$ cat src/rtl/magic_matcher.sv
// magic_matcher: template-matching classifier. Streams class masks from an external
// synchronous ROM, accumulates per-class hit (son) and union (mom) scores, then ranks
// the classes serially by son/mom ratio using cross-multiplication.
module magic_matcher #(
    parameter int unsigned IMG_W       = 30,
    parameter int unsigned IMG_H       = 30,
    parameter int unsigned N_CLASS     = 10,
    parameter int unsigned PIX_PER_CYC = 1,
    parameter int unsigned HIT_W       = 2,
    localparam int unsigned NPIX       = IMG_W * IMG_H,
    localparam int unsigned G          = NPIX / PIX_PER_CYC,
    localparam int unsigned ACC_W      = $clog2(HIT_W * NPIX + 1),
    localparam int unsigned CLS_W      = $clog2(N_CLASS),
    localparam int unsigned ADDR_W     = (G > 1) ? $clog2(G) : 1
) (
    input  logic                           i_clk,
    input  logic                           i_rst,
    input  logic                           i_start,
    input  logic                           i_abort,
    input  logic [NPIX-1:0]                i_image,
    output logic [ADDR_W-1:0]              o_mask_addr,
    input  logic [N_CLASS*PIX_PER_CYC-1:0] i_mask_data,
    output logic                           o_busy,
    output logic                           o_valid,
    output logic [CLS_W-1:0]               o_digit,
    output logic [ACC_W-1:0]               o_son,
    output logic [ACC_W-1:0]               o_mom
);

    localparam int unsigned P      = PIX_PER_CYC;
    localparam int unsigned PROD_W = 2 * ACC_W;

    typedef enum logic [2:0] {
        StIdle,
        StScan,
        StDrain,
        StRank,
        StDone
    } state_e;

    state_e r_state, w_state_next;

    logic [NPIX-1:0]    r_image;
    logic [ADDR_W-1:0]  r_addr;
    logic [ADDR_W-1:0]  r_acc_grp;
    logic               r_acc_en;
    logic [CLS_W-1:0]   r_rank_idx;
    logic [ACC_W-1:0]   r_best_son;
    logic [ACC_W-1:0]   r_best_mom;
    logic [CLS_W-1:0]   r_best_idx;
    logic [CLS_W-1:0]   r_digit;
    logic [ACC_W-1:0]   r_out_son;
    logic [ACC_W-1:0]   r_out_mom;

    logic               w_start;
    logic               w_abort;
    logic               w_last_addr;
    logic               w_last_cls;
    logic [P-1:0]       w_pix;
    logic [ACC_W-1:0]   w_son [N_CLASS];
    logic [ACC_W-1:0]   w_mom [N_CLASS];
    logic [ACC_W-1:0]   w_cand_son;
    logic [ACC_W-1:0]   w_cand_mom;
    logic [PROD_W-1:0]  w_lhs;
    logic [PROD_W-1:0]  w_rhs;
    logic               w_take;

    assign w_start     = (r_state == StIdle) && i_start;
    assign w_abort     = i_abort && (r_state inside {StScan, StDrain, StRank});
    assign w_last_addr = (r_addr == ADDR_W'(G - 1));
    assign w_last_cls  = (r_rank_idx == CLS_W'(N_CLASS - 1));

    // Next-state logic; abort overrides any normal advance
    always_comb begin
        w_state_next = r_state;
        case (r_state)
            StIdle:  if (i_start) w_state_next = StScan;
            StScan:  if (w_last_addr) w_state_next = StDrain;
            StDrain: w_state_next = StRank;
            StRank:  if (w_last_cls) w_state_next = StDone;
            StDone:  w_state_next = StIdle;
            default: w_state_next = StIdle;
        endcase
        if (w_abort) begin
            w_state_next = StIdle;
        end
    end

    // State register
    always_ff @(posedge i_clk) begin
        if (i_rst) begin
            r_state <= StIdle;
        end else begin
            r_state <= w_state_next;
        end
    end

    // Image capture on accepted start
    always_ff @(posedge i_clk) begin
        if (i_rst) begin
            r_image <= '0;
        end else if (w_start) begin
            r_image <= i_image;
        end
    end

    // Group address counter; holds at G-1 outside SCAN
    always_ff @(posedge i_clk) begin
        if (i_rst) begin
            r_addr <= '0;
        end else if (w_start) begin
            r_addr <= '0;
        end else if (r_state == StScan && !w_last_addr && !w_abort) begin
            r_addr <= r_addr + ADDR_W'(1);
        end
    end

    // ROM data lags the address by one cycle, so the accumulate strobe does too
    always_ff @(posedge i_clk) begin
        if (i_rst) begin
            r_acc_en  <= 1'b0;
            r_acc_grp <= '0;
        end else begin
            r_acc_en  <= (r_state == StScan) && !w_abort;
            r_acc_grp <= r_addr;
        end
    end

    // Image pixels belonging to the group whose mask data is arriving now
    assign w_pix = P'(r_image >> (32'(r_acc_grp) * P));

    for (genvar c = 0; c < N_CLASS; c++) begin : g_cls
        logic [P-1:0]     w_m;
        logic [P-1:0]     w_hit;
        logic [P-1:0]     w_diff;
        logic [ACC_W-1:0] w_son_inc;
        logic [ACC_W-1:0] w_mom_inc;
        logic [ACC_W-1:0] r_son;
        logic [ACC_W-1:0] r_mom;

        assign w_m       = i_mask_data[c*P +: P];
        assign w_hit     = w_pix & w_m;
        assign w_diff    = w_pix ^ w_m;
        assign w_son_inc = ACC_W'(HIT_W) * ACC_W'($countones(w_hit));
        assign w_mom_inc = w_son_inc + ACC_W'($countones(w_diff));

        // Per-class score accumulators, cleared on accepted start
        always_ff @(posedge i_clk) begin
            if (i_rst || w_start) begin
                r_son <= '0;
                r_mom <= '0;
            end else if (r_acc_en) begin
                r_son <= r_son + w_son_inc;
                r_mom <= r_mom + w_mom_inc;
            end
        end

        assign w_son[c] = r_son;
        assign w_mom[c] = r_mom;
    end

    // Ratio compare without division: son_c/mom_c > son_b/mom_b via cross products.
    // Strict '>' keeps the lower index on ties.
    assign w_cand_son = w_son[r_rank_idx];
    assign w_cand_mom = w_mom[r_rank_idx];
    assign w_lhs      = PROD_W'(w_cand_son) * PROD_W'(r_best_mom);
    assign w_rhs      = PROD_W'(r_best_son) * PROD_W'(w_cand_mom);
    assign w_take     = (r_rank_idx == '0) || (w_lhs > w_rhs);

    // Serial ranking, one class per cycle
    always_ff @(posedge i_clk) begin
        if (i_rst) begin
            r_rank_idx <= '0;
            r_best_son <= '0;
            r_best_mom <= '0;
            r_best_idx <= '0;
        end else if (r_state == StRank && !w_abort) begin
            if (w_take) begin
                r_best_son <= w_cand_son;
                r_best_mom <= w_cand_mom;
                r_best_idx <= r_rank_idx;
            end
            r_rank_idx <= w_last_cls ? '0 : r_rank_idx + CLS_W'(1);
        end else begin
            r_rank_idx <= '0;
        end
    end

    // Result registers load on the final rank step so they are valid during DONE
    always_ff @(posedge i_clk) begin
        if (i_rst) begin
            r_digit   <= '0;
            r_out_son <= '0;
            r_out_mom <= '0;
        end else if (r_state == StRank && w_last_cls && !w_abort) begin
            r_digit   <= w_take ? r_rank_idx : r_best_idx;
            r_out_son <= w_take ? w_cand_son : r_best_son;
            r_out_mom <= w_take ? w_cand_mom : r_best_mom;
        end
    end

    assign o_mask_addr = r_addr;
    assign o_busy      = r_state inside {StScan, StDrain, StRank};
    assign o_valid     = (r_state == StDone);
    assign o_digit     = r_digit;
    assign o_son       = r_out_son;
    assign o_mom       = r_out_mom;

endmodule

$ cat config.mk
export PLATFORM = sky130hd
export DESIGN_NAME = magic_matcher
export DESIGN_NICKNAME = d
export VERILOG_FILES = /design/src/rtl/magic_matcher.sv
export SDC_FILE = /design/constraint.sdc
export NUM_CORES = 2
export LEC_CHECK = 0
export ABC_CLOCK_PERIOD_IN_PS = 10000
export BUFFER_PORTS_ARGS = -buffer_cell sky130_fd_sc_hd__buf_4
export CORE_MARGIN = 4
export CORE_UTILIZATION = 25
export DETAILED_ROUTE_END_ITERATION = 12
export PLACE_DENSITY_LB_ADDON = 0.08
export REMOVE_ABC_BUFFERS = 1
export SLEW_MARGIN = 20
export SYNTH_ARGS = -nofsm -noshare
export SYNTH_HDL_FRONTEND = slang
export SYNTH_SLANG_ARGS = --single-unit
$ cat constraint.sdc
create_clock -name i_clk -period 10 [get_ports i_clk]
set_input_delay 0 -clock i_clk [delete_from_list [all_inputs] [get_ports i_clk]]
set_output_delay 0 -clock i_clk [all_outputs]
set_load 0.02 [all_outputs]
==> metrics <==
count of synthesis-stage warnings from yosys 0; number of enable flip-flop cells after synthesis 0; Wirelength per Cell 21.9 um; Post-Synthesis Cell Area 60500 um^2; switching power 3.60 mW; area of the die ~250000 um^2; proportion of power drawn by flip-flops and latches 0.400; GRT overflow 0; startpoint type of the worst setup path register; summed negative setup slack over all endpoints 0 ps; clock share of power 0.434; Nets 10700; source of the worst register-to-register timing path r_rank_idx[0]; buffer type at the clock tree root clkbuf_16; most numerous cell on the critical path fa_1; capture point of the worst path o_digit[0]; unrepaired setup endpoints after global routing no; power per cell area 141 nW/um^2; VDD IR-drop max 0.127 mV; share of cells above drive strength 1 0.163; run status completed; endpoint type of the worst setup path register; setup slack on the worst flop-to-flop path 710 ps; Initial Utilization 0.251; die width approximately 500 um; total clock sinks around 1200; Final min period 9290 ps; number of placement rows 180; Mean Syn Cell Area 8.57 um^2; standard cell core area about 240000 um^2; final weighted congestion in routability-driven placement 0.812; number of cells on the worst reg-to-reg path 32; Pre-antenna DRT Iters 6; CP Data Arrival Time approximately 9900 ps; endpoint of the most critical register-to-register path o_digit[0]; vias in the first global route 61200; worst-case setup margin in the final layout 713 ps; vias per cell 4.66; Final Max Slew Viols 0; Hold/Removal Path Class in -> reg; half-perimeter wire length of the detailed placement result approximately 200 mm; detailed-route via count roughly 60000; clock edge transition at the registers on the reported setup and hold paths 60 ps; Max Clk Rate 108 MHz; die span in y 500 um; 1st-iter DRT viols 3308; deepest level of the CTS H-tree 4; Clock Latency Late Sink roughly 800 ps; remaining antenna violation count after routing 0; Max stage delay on crit path 770 ps; clock tree from TritonCTS done; maximum number of pins on one net before global-route repair between 150 and 200; # setup viols final 0; Fin Clk Skew roughly 55 ps; maximum clock insertion buffer count 3; synthesis-to-finish area growth 52.8%; global-route usage over all layers 0.217; flip-flop and latch count after synthesis around 1200; crit share post-route 0.929; hold violation total from the final report 0; number of primary I/O pins about 950; number of antenna violations at the first check in global routing roughly 140; part of the total power dissipated in combinational logic 0.165; global-route wire length before repair 409 mm; count of unresolved DRC violations after routing 0; Fill cells 24600; maximum fanout along the worst path 73; post-CTS setup buffers 0; relative max-transition margin 0.258; crit path max-delay cell type dfxtp_4; count of different cell masters after synthesis 78; register area share after synthesis 0.394; critical path required time 10640 ps; Switching Share 0.276; number of port buffers 951; internal power component 9.45 mW; TritonCTS buffer count around 150; Routed WL 281 mm; P_leak 36.9 nW; count of mapped cells out of synthesis just over 7000; most instantiated flip-flop cell in the synthesis netlist dfxtp_1; fraction of the core area covered by cells at the end of the flow 0.384; pre-CTS setup slack 467 ps; async set-reset flop share out of synthesis 0; Tightest Pin Transition 1110 ps; Max Cap Viol 0; crit path kind reg -> reg; Setup crit start r_rank_idx[0]
-- synth_stat cells (6+ instances only) --
cell type	n	area, um^2
a2111oi_0	7	61.3
a211oi_1	37	278
a21o_1	13	97.6
a21oi_1	1025	5130
a221oi_1	31	272
a22o_1	8	70.1
a22oi_1	30	225
and2_1	155	970
and3_1	41	257
and4_1	10	87.6
buf_1	12	45.0
buf_2	30	150
buf_4	9	67.6
buf_6	21	236
buf_8	10	150
clkbuf_1	439	1650
dfxtp_1	1190	23800
fa_1	161	3220
ha_1	194	2430
inv_1	268	1010
mux2_2	23	259
mux2i_1	143	1430
mux4_1	22	578
mux4_2	200	4500
nand2_1	2037	7650
nand2b_1	6	37.5
nand3_1	61	305
nand4_1	44	275
nand4b_1	8	70.1
nor2_1	288	1080
nor2b_1	29	181
nor3_1	31	155
nor4_1	6	37.5
o211ai_1	51	383
o21a_1	7	52.6
o21ai_0	74	370
o221ai_1	18	158
o22ai_1	17	106
o311a_1	22	220
or3_1	20	125
xnor2_1	86	753
xor2_1	110	963
-- cell usage in the layout (no fill, tap or decap), types with 41 or more instances in the layout --
cell / count
a21oi_1: 1021
and2_1: 155
and3_1: 41
buf_4: 1048
clkbuf_16: 154
dfxtp_1: 1180
diode_2: 89
dlygate4sd3_1: 1671
fa_1: 161
ha_1: 194
inv_1: 268
mux2i_1: 143
mux4_2: 200
nand2_1: 2036
nand3_1: 61
nand4_1: 44
nor2_1: 285
o211ai_1: 51
o21ai_0: 74
xnor2_1: 86
xor2_1: 110
-- layer usage --
layer	GRT usage	part of all wire
met1	0.273	0.43
met2	0.380	0.49
met3	0.0381	0.046
met4	0.0600	0.029
met5	0	0.0012
-- sequential cells by signal, summed over array words and instances (netlist names) --
register / flops
r_image: 900
r_acc_en: 1
r_state: 3
r_best_son: 11
g_cls.r_son: 100
r_best_mom: 11
r_acc_grp: 10
o_mom: 11
g_cls.r_mom: 110
r_rank_idx: 4
o_digit: 4
o_son: 11
r_best_idx: 4
o_mask_addr: 10
-- power groups by stage --
stage	Combinational, mW	Sequential (mW)	Clock [mW]
2_1_floorplan	1.74	5.25	0
3_5_place_dp	1.59	5.33	0
3_3_place_gp	1.58	5.32	0
5_1_grt	2.35	5.26	6.02
4_1_cts	2.17	5.22	5.85
6_report	2.16	5.23	5.67
-- worst max-delay path, delay by kind of cell, from the launching register on --
family,cells,cell delay (ps)
flops,1,770
fa+ha+maj,7,3040
compound gates,14,3320
buf+inv,5,680
simple gates,4,460
mux,2,840
-- per-stage QoR --
step / cell area, um^2 / total power, mW / instances / hold slack [ps]
3_5_place_dp: 70400 / 6.92 / 10800 / 215
6_report: 92500 / 13.1 / 12800 / 56.4
2_1_floorplan: 58200 / 7.00 / 6536 / 64.6
3_3_place_gp: 70400 / 6.90 / 10800 / 210
4_1_cts: 92200 / 13.2 / 12700 / 0.165
5_1_grt: 92400 / 13.6 / 12800 / 14.4
-- worst min path at each step --
stage	slack, ps	end	start	depth (start not counted)
3_3_place_gp	210	r_acc_en	i_abort	2
3_5_place_dp	220	r_acc_en	i_abort	2
6_report	60	r_image[219]	i_image[219]	4
2_1_floorplan	60	o_digit[0]	i_rst	1
5_1_grt	10	r_image[145]	i_image[145]	4
4_1_cts	0.2	r_image[610]	i_image[610]	4
-- layout make-up --
| cell class | count | area, um^2 | area share |
|---|---|---|---|
| clock buffers | 227 | 4460 | 0.0482 |
| inverters | 270 | 1010 | 0.0110 |
| diodes | 89 | 223 | 0.00241 |
| repair buffers | 2732 | 24800 | 0.269 |
| clock inverters | 49 | 688 | 0.00744 |
| well taps | 3185 | 3990 | 0.0431 |
| flip-flops and latches | 1190 | 23800 | 0.258 |
| multi-input cells | 5076 | 33400 | 0.361 |
-- timing repair --
item,in CTS,in global routing
gates resized for setup,0,2
endpoints found under the hold margin,945,0
hold buffers,1671,0
setup endpoints to repair,0,14
-- kinds of logic after synthesis --
family          Yosys count  share of synthesized area
compound gates         1386                      0.129
xor+xnor                196                     0.0284
fa+ha+maj               355                     0.0934
buf+inv                 794                     0.0555
flops                  1190                      0.394
mux                     389                      0.112
simple gates           2750                      0.187
Power figures use the tool's default switching activity.
